`config.mk`:
```
export PLATFORM = sky130hd
export DESIGN_NAME = booth_r4_seq_multiplier
export DESIGN_NICKNAME = d
export VERILOG_FILES = /design/src/rtl/booth_r4_seq_multiplier.sv
export SDC_FILE = /design/constraint.sdc
export NUM_CORES = 1
export LEC_CHECK = 0
export CAP_MARGIN = 30
export CORE_MARGIN = 5
export CORE_UTILIZATION = 45
export DETAILED_ROUTE_END_ITERATION = 10
export GPL_TIMING_DRIVEN = 0
export SLEW_MARGIN = 15
export SYNTH_ARGS = -nofsm -noshare
export SYNTH_HDL_FRONTEND = slang
export SYNTH_SLANG_ARGS = --single-unit
```
`constraint.sdc`:
```
create_clock -name clk -period 4.3 [get_ports clk]
set_input_delay 0.43 -clock clk [delete_from_list [all_inputs] [get_ports clk]]
set_output_delay 0.43 -clock clk [all_outputs]
set_load 0.005 [all_outputs]
```
`src/rtl/booth_r4_seq_multiplier.sv`:
```
// ---------------------------------------------------------------------------
// booth_r4_seq_multiplier
//
// Sequential radix-4 (modified Booth) multiplier. It retires two multiplier
// bits per clock and supports signed or unsigned operands, selected at run
// time. A zero operand skips straight to completion. The run also stops early
// once every remaining Booth digit is known to be zero.
//
// Ports:
//   clk          rising-edge clock
//   reset        asynchronous, active-high reset (aborts any operation)
//   Start        request; accepted only while Ready=1
//   Signed_mode  1 = two's-complement operands, 0 = unsigned (sampled with Start)
//   A            multiplicand, sampled on accept
//   x            multiplier, sampled on accept
//   product      registered 2*L_word-bit result, held until the next completion
//   Ready        high while idle
//   Done         one-cycle pulse; product is valid from this cycle onward
//
// Parameters:
//   L_word       operand width (even, >= 4)
//   L_cnt        digit counter width (2^L_cnt > L_word/2+1)
// ---------------------------------------------------------------------------
module booth_r4_seq_multiplier #(
    parameter int L_word = 8,
    parameter int L_cnt  = 4
) (
    input  logic                  clk,
    input  logic                  reset,
    input  logic                  Start,
    input  logic                  Signed_mode,
    input  logic [L_word-1:0]     A,
    input  logic [L_word-1:0]     x,
    output logic [2*L_word-1:0]   product,
    output logic                  Ready,
    output logic                  Done
);

    // The accumulator carries two guard bits above the product width. That
    // way the most-negative multiplicand times a -2 digit cannot overflow.
    localparam int AW = 2*L_word + 2;
    localparam int MW = L_word + 2;
    localparam int N  = L_word/2 + 1;

    typedef enum logic [1:0] {
        S_idle,
        S_run,
        S_done
    } state_t;

    state_t            state;
    logic [AW-1:0]     mcand;
    logic [AW-1:0]     acc;
    logic [MW-1:0]     mreg;
    logic              m_prev;
    logic [L_cnt-1:0]  cnt;

    logic [AW-1:0]     a_ext;
    logic [MW-1:0]     x_ext;
    logic [2:0]        triplet;
    logic [AW-1:0]     addend;
    logic [AW-1:0]     acc_next;
    logic [MW-1:0]     mreg_next;
    logic              m_prev_next;
    logic              early_exit;
    logic              last_digit;

    // Operand extension. The extension bit is 0 in unsigned mode and the sign
    // bit in signed mode. This lets the same Booth recoding give an exact
    // result in both modes.
    always_comb begin
        a_ext = {{(AW-L_word){Signed_mode & A[L_word-1]}}, A};
        x_ext = {{(MW-L_word){Signed_mode & x[L_word-1]}}, x};
    end

    // One Booth digit per cycle. mcand is pre-shifted by two each cycle, so
    // it already equals multiplicand << 2i. The multiplier register shifts
    // arithmetically. Vacated bits therefore repeat the extension bit, which
    // is exactly what the unprocessed upper bits of the extended value are.
    always_comb begin
        triplet = {mreg[1], mreg[0], m_prev};
        addend  = {AW{1'b0}};
        case (triplet)
            3'b001, 3'b010: addend = mcand;
            3'b011:         addend = {mcand[AW-2:0], 1'b0};
            3'b100:         addend = {AW{1'b0}} - {mcand[AW-2:0], 1'b0};
            3'b101, 3'b110: addend = {AW{1'b0}} - mcand;
            default:        addend = {AW{1'b0}};
        endcase
        acc_next    = acc + addend;
        mreg_next   = {{2{mreg[MW-1]}}, mreg[MW-1:2]};
        m_prev_next = mreg[1];
        // If every remaining bit equals the retained m[-1], all later
        // triplets are 000 or 111. Every remaining digit is then zero.
        early_exit  = (mreg_next == {MW{m_prev_next}});
        last_digit  = (cnt == L_cnt'(N-1));
    end

    // Control FSM and datapath registers. Ready and Done are registered so
    // they change together with the state.
    always_ff @(posedge clk or posedge reset) begin
        if (reset) begin
            state   <= S_idle;
            Ready   <= 1'b1;
            Done    <= 1'b0;
            product <= '0;
            mcand   <= '0;
            acc     <= '0;
            mreg    <= '0;
            m_prev  <= 1'b0;
            cnt     <= '0;
        end else begin
            case (state)
                S_idle: begin
                    if (Start) begin
                        mcand  <= a_ext;
                        mreg   <= x_ext;
                        m_prev <= 1'b0;
                        acc    <= '0;
                        cnt    <= '0;
                        Ready  <= 1'b0;
                        if (A == '0 || x == '0) begin
                            state   <= S_done;
                            Done    <= 1'b1;
                            product <= '0;
                        end else begin
                            state <= S_run;
                        end
                    end
                end
                S_run: begin
                    acc    <= acc_next;
                    mcand  <= {mcand[AW-3:0], 2'b00};
                    mreg   <= mreg_next;
                    m_prev <= m_prev_next;
                    cnt    <= cnt + L_cnt'(1);
                    if (last_digit || early_exit) begin
                        state   <= S_done;
                        Done    <= 1'b1;
                        product <= acc_next[2*L_word-1:0];
                    end
                end
                S_done: begin
                    state <= S_idle;
                    Done  <= 1'b0;
                    Ready <= 1'b1;
                end
                default: begin
                    state <= S_idle;
                    Done  <= 1'b0;
                    Ready <= 1'b1;
                end
            endcase
        end
    end

endmodule

```
=== Yosys cells after proc, flatten, opt, wreduce, memory -nomap -nowiden ===
Cells that the tools add are included.

* Add/sub/neg operators: 4
* Equality and inequality tests: 12
* Muxes and demuxes: 24
* Bitwise operators: 3
* Reductions and logical operators: 14

{| class="wikitable"
|+ Operator list
! cell !! number
|-
| one-hot mux 18 bit (2 select lines) || 2
|-
| one-hot mux 18 bit (4 select lines) || 1
|-
| 2-to-1 mux 16 bit || 3
|-
| 2-to-1 mux 18 bit || 2
|-
| subtractor 1 x 18 -> 18 bit (first input constant) || 2
|-
| one-hot mux 16 bit (2 select lines) || 1
|-
| one-hot mux 10 bit (2 select lines) || 1
|-
| adder 18 bit || 1
|-
| logical NOT 8 bit || 2
|-
| equality test 10 bit || 1
|-
| 2-to-1 mux 10 bit || 1
|-
| equality test 3 bit (second input constant) || 3
|-
| one-hot mux 4 bit (2 select lines) || 1
|-
| equality test 3 x 2 -> 1 bit (second input constant) || 2
|-
| 2-to-1 mux 2 bit || 3
|-
| inequality test 2 bit (second input constant) || 3
|-
| one-hot mux 1 bit (2 select lines) || 3
|-
| AND reduction 2 bit || 3
|-
| AND reduction 3 bit || 2
|-
| adder 4 x 1 -> 4 bit (second input constant) || 1
|-
| equality test 4 x 3 -> 1 bit (second input constant) || 1
|-
| 2-to-1 mux 1 bit || 4
|-
| 2-to-1 mux 4 bit || 1
|-
| one-hot mux 2 bit (2 select lines) || 1
|-
| other kinds (9) || 12
|}

* Bits in registers: 71
* Output and inout bits: 18
* Word-level logic and storage cells: 67

=== Logic depth before layout (Yosys ltp) ===
* Depth after elaboration: 6
* Depth in mapped cells: 17

=== Worst setup path after synthesis ===
OpenSTA, ideal clock, no wires.

* Kind: register to register
* From: register mcand[1]
* To: register acc[12]
* Library setup time: 0.122 ns
* Data arrival time: 3.799 ns
* Data required time: 4.178 ns
* Setup slack: 0.380 ns
* Cell stages (with the launch flop): 18
* Path buffers: 2
* Path through: dfrtp_1 -> clkbuf_1 -> inv_1 -> ha_1 -> or3b_2 -> clkbuf_1 -> nor3_1 -> xnor2_1 -> nand2_1 -> o31ai_1 -> mux4_2 -> ha_1 -> and4_1 -> and2_1 -> a31oi_1 -> a21oi_1 -> or3_1 -> a32o_1

* Word-level cells in the longest chain between the ends: 4
* Elaborated cells on any way between the ends: 5
* Classes of those cells: add/sub: 3; mux: 2

{| class="wikitable"
|+ Ends and longest elaborated chain
! element !! RTL line !! source
|-
| from (decl) || 52 || <nowiki>logic [AW-1:0] mcand;</nowiki>
|-
| from (signal assigned) || 116 || <nowiki>mcand <= a_ext;</nowiki>
|-
| from (signal assigned) || 133 || <nowiki>mcand <= {mcand[AW-3:0], 2'b00};</nowiki>
|-
| subtractor 1 x 18 -> 18 bit, on equally long branches || 87, 86 ||
|-
| one-hot mux 18 bit (4 select lines) * || 83 || <nowiki>case (triplet)</nowiki>
|-
| adder 18 bit * || 90 || <nowiki>acc_next = acc + addend;</nowiki>
|-
| one-hot mux 18 bit (2 select lines) * || 113 || <nowiki>case (state)</nowiki>
|-
| to (signal assigned) || 132 || <nowiki>acc <= acc_next;</nowiki>
|-
| to (decl) || 53 || <nowiki>logic [AW-1:0] acc;</nowiki>
|}

Every way passes the cells marked *; elsewhere a longest branch is shown, timed or not.
A chain may end at the register's enable or synchronous reset.

=== Worst setup path after layout ===
* From: register mcand[0]
* To: register acc[12]

Same word-level chain as after synthesis.

==> flow_metrics.env <==
export IMPL_outcome="completed"
export IMPL_fp_dieH_um=111
export IMPL_min_period_ns=4.10
export IMPL_clock_path_buffers=2
export IMPL_nets=638
export IMPL_synth_cells=552
export IMPL_first_pass_iters=5
export IMPL_postCtsSetupRepairBufs=0
export IMPL_maxSlewViolCount=0
export IMPL_dieArea_mm2=0.0123
export IMPL_num_antenna_cells=0
export IMPL_coreArea_mm2=0.00986
export IMPL_avgSynthCellArea_um2=8.31
export IMPL_worst_setup_path_start_kind="flop"
export IMPL_synth_edf_count=0
export IMPL_worstPathRequired_ns=4.54
export IMPL_cts_inserted_buffers=9
export IMPL_worstSetupPathType="flop to flop"
export IMPL_place_gp_congestion=0.941
export IMPL_synth_area_mm2=0.00459
export IMPL_grt_pass1_wl_um=22300
export IMPL_drc=0
export IMPL_finClkSkew_ns=0.00980
export IMPL_clock_latency_ns=0.35
export IMPL_hold_ws_ns=0.388
export IMPL_dp_final_hpwl_um=10200
export IMPL_drt_initial_drc_count=362
export IMPL_fmax_mhz=244
export IMPL_slowest_stage="mux4_2"
export IMPL_place_area_mm2=0.00516
export IMPL_crit_arrival_ns=4.34
export IMPL_wire_per_inst_um=18.6
export IMPL_cts_tree="built"
export IMPL_max_stage_delay_ns=0.53
export IMPL_yosysUniqueCellTypes=60
export IMPL_path_cells="buf_4, inv_1, ha_2, or3b_4, nor3_2, xnor2_1, nand2_1, o31ai_1, mux4_2, ha_4, and4_1, and2_1, a31oi_4, a21oi_1, or3_1, a32o_1"
export IMPL_htreeDepth=3
export IMPL_antenna_found_initial=0
export IMPL_synth_async_reset_ratio_pct=100
export IMPL_max_cap_violations=0
export IMPL_finalWirelength_um=13700
export IMPL_boundaryPins=38
export IMPL_setup_violations=0
export IMPL_ant_nets=0
export IMPL_yosysWarnings=0
export IMPL_drive_above_1_share_pct=9.77
export IMPL_std_cell_rows=36
export IMPL_synth_seq_cells=67
export IMPL_cts_root_buf="clkbuf_8"
export IMPL_synth_nets=591
export IMPL_hold_viol=0
export IMPL_grt_util_all_layers_pct=22.5
export IMPL_port_buffers=37
export IMPL_cts_sinks=67
export IMPL_relSlewSlack_pct=44.2
export IMPL_start_util_pct=46.5
export IMPL_tightest_slew_ns=0.831
export IMPL_overflow=0
export IMPL_ys_seq_area_share_pct=36.6
export IMPL_clkSlewWorstSetupHoldPaths_ns=0.08
export IMPL_grt_pass1_vias=4089
export IMPL_endpoint_kind="flop"
export IMPL_grt_max_degree=47
export IMPL_grt_setup_unrepaired="false"
export IMPL_synth_flop_cell="dfrtp_1"
export IMPL_final_util_pct=55.0
export IMPL_hold_class="input port to asynchronous set/reset pin"
export IMPL_die_x_um=111
export IMPL_vias_per_cell=5.78
export IMPL_fin_crit_sh_pct=95.2
export IMPL_cp_max_fo=9
export IMPL_design_area_mm2=0.00543
export IMPL_area_delta_synth_final_pct=18.2
export IMPL_route_vias_total=4262
cell families (layout without fill, tap and decap cells):
family | Yosys count | in the layout | synth area share [%]
adder cells (fa/ha/maj) | 19 | 19 | 5.35
XOR/XNOR | 23 | 23 | 4.39
flip-flops | 67 | 67 | 36.6
AND/OR/NAND/NOR | 206 | 206 | 20.7
multiplexers | 14 | 14 | 3.46
buffers and inverters | 59 | 111 | 5.86
AO/OA/AOI/OAI | 164 | 164 | 23.6
registers in the layout (all words and copies together), names as in the netlist:
signal	count
mcand	16
cnt	4
product	16
Done	1
Ready	1
mreg	10
state	2
acc	16
m_prev	1
worst max-delay path, delay by kind of cell, from the launching register on:
kind / cells / cell delay (ns)
buffers and inverters: 2 / 0.30
and+or+nand+nor: 6 / 1.52
adders and majority gates: 2 / 0.49
DFF: 1 / 0.36
muxes: 1 / 0.53
AOI/OAI and AO/OA: 4 / 0.63
xor gates and xnor gates: 1 / 0.15
cells in the mapped netlist (all sizes together), types with 2 or more instances:
master / number / area share, %
o21ai: 35 / 3.8
o22ai: 3 / 0.41
dfrtp: 66 / 36
and4: 2 / 0.38
o211ai: 4 / 0.65
a31oi: 23 / 3.1
xnor2: 15 / 2.9
a221o: 3 / 0.65
inv: 14 / 1.1
buf: 16 / 2.3
mux2i: 8 / 1.7
nor2b: 6 / 0.82
nor2: 43 / 3.5
a22o: 5 / 0.95
and2: 4 / 0.55
a2bb2oi: 3 / 0.57
o21bai: 3 / 0.49
nand2: 100 / 8.2
a21o: 13 / 2.1
or3: 3 / 0.41
nor4: 9 / 1.6
clkbuf: 28 / 2.3
ha: 18 / 4.9
or4: 4 / 0.90
a22oi: 7 / 1.1
or2: 2 / 0.27
a21oi: 28 / 3.1
xor2: 8 / 1.5
o31ai: 7 / 1.1
a211oi: 12 / 2.0
nor3: 9 / 0.98
nand4: 5 / 0.68
a221oi: 4 / 0.76
a32o: 4 / 0.87
a211o: 2 / 0.38
nand2b: 5 / 0.68
a311oi: 2 / 0.38
nand3: 10 / 1.1
mux2: 5 / 1.2
final cells by class:
cell class / instances / area [um2]
fillers: 940 / 4440
inverters: 15 / 58.8
clock inverters: 4 / 48.8
repair buffers: 39 / 405
multi-input cells: 426 / 2710
well taps: 133 / 166
plain buffers: 41 / 203
clock buffers: 12 / 155
flip-flops and latches: 67 / 1680
final timing paths:
kind / from / end / slack [ns] / cells after the start
max in group asynchronous: reset / Ready$_DFFE_PP1P_ / 3.33 / 3
setup reg to reg: mcand[0]$_DFFE_PP0P_ / acc[12]$_DFFE_PP0P_ / 0.20 / 16
hold / removal: reset / product[6]$_DFFE_PP0P_ / 0.39 / 2
min in group clk: acc[0]$_DFFE_PP0P_ / acc[0]$_DFFE_PP0P_ / 0.49 / 2
setup / recovery: mcand[0]$_DFFE_PP0P_ / acc[12]$_DFFE_PP0P_ / 0.20 / 16
hold reg to reg: acc[0]$_DFFE_PP0P_ / acc[0]$_DFFE_PP0P_ / 0.49 / 2
routing by layer:
metal  vias to the layer above  GRT usage (%)  share of wire [%]
met5                         -              0                  0
met4                         0           5.50                1.3
met3                        13           3.66                5.1
met2                       106           34.6                 45
met1                      2054           33.1                 48
li1                       2089              -                  -
what timing repair did:
item | in CTS | in global routing
hold buffers | 0 | 0
setup endpoints to repair | 10 | 14
gates resized for setup | 6 | 10
pin swaps | 0 | 1
placed cells by master (no fill, tap or decap), drive strengths merged, types with 5 or more instances in the layout:
| cell type | Yosys | layout |
|---|---|---|
| dfrtp | 66 | 66 |
| nor3 | 9 | 9 |
| a31oi | 23 | 23 |
| nand4 | 5 | 5 |
| nor4 | 9 | 9 |
| mux2 | 5 | 5 |
| nor2 | 43 | 43 |
| a22oi | 7 | 7 |
| buf | 16 | 17 |
| xnor2 | 15 | 15 |
| xor2 | 8 | 8 |
| clkbuf | 28 | 38 |
| a21o | 13 | 13 |
| a211oi | 12 | 12 |
| inv | 14 | 14 |
| o21ai | 35 | 35 |
| clkdlybuf4s50 | 0 | 37 |
| nand3 | 10 | 10 |
| a22o | 5 | 5 |
| mux2i | 8 | 8 |
| nor2b | 6 | 6 |
| ha | 18 | 18 |
| a21oi | 28 | 28 |
| o31ai | 7 | 7 |
| nand2 | 100 | 100 |
| nand2b | 5 | 5 |
metrics by stage:
step / worst slack, ns / cells / TNS (ns)
final: 0.205 / 737 / 0
after global routing: 0.00220 / 737 / 0
after CTS: -0.0538 / 739 / -0.155
after detailed placement: -0.272 / 724 / -1.05
after global placement: -0.284 / 722 / -1.05
after floorplan: 0.380 / 552 / 0
Power is not shown: default switching activity piles up to over one toggle a cycle in this logic, so the estimate is an artifact.
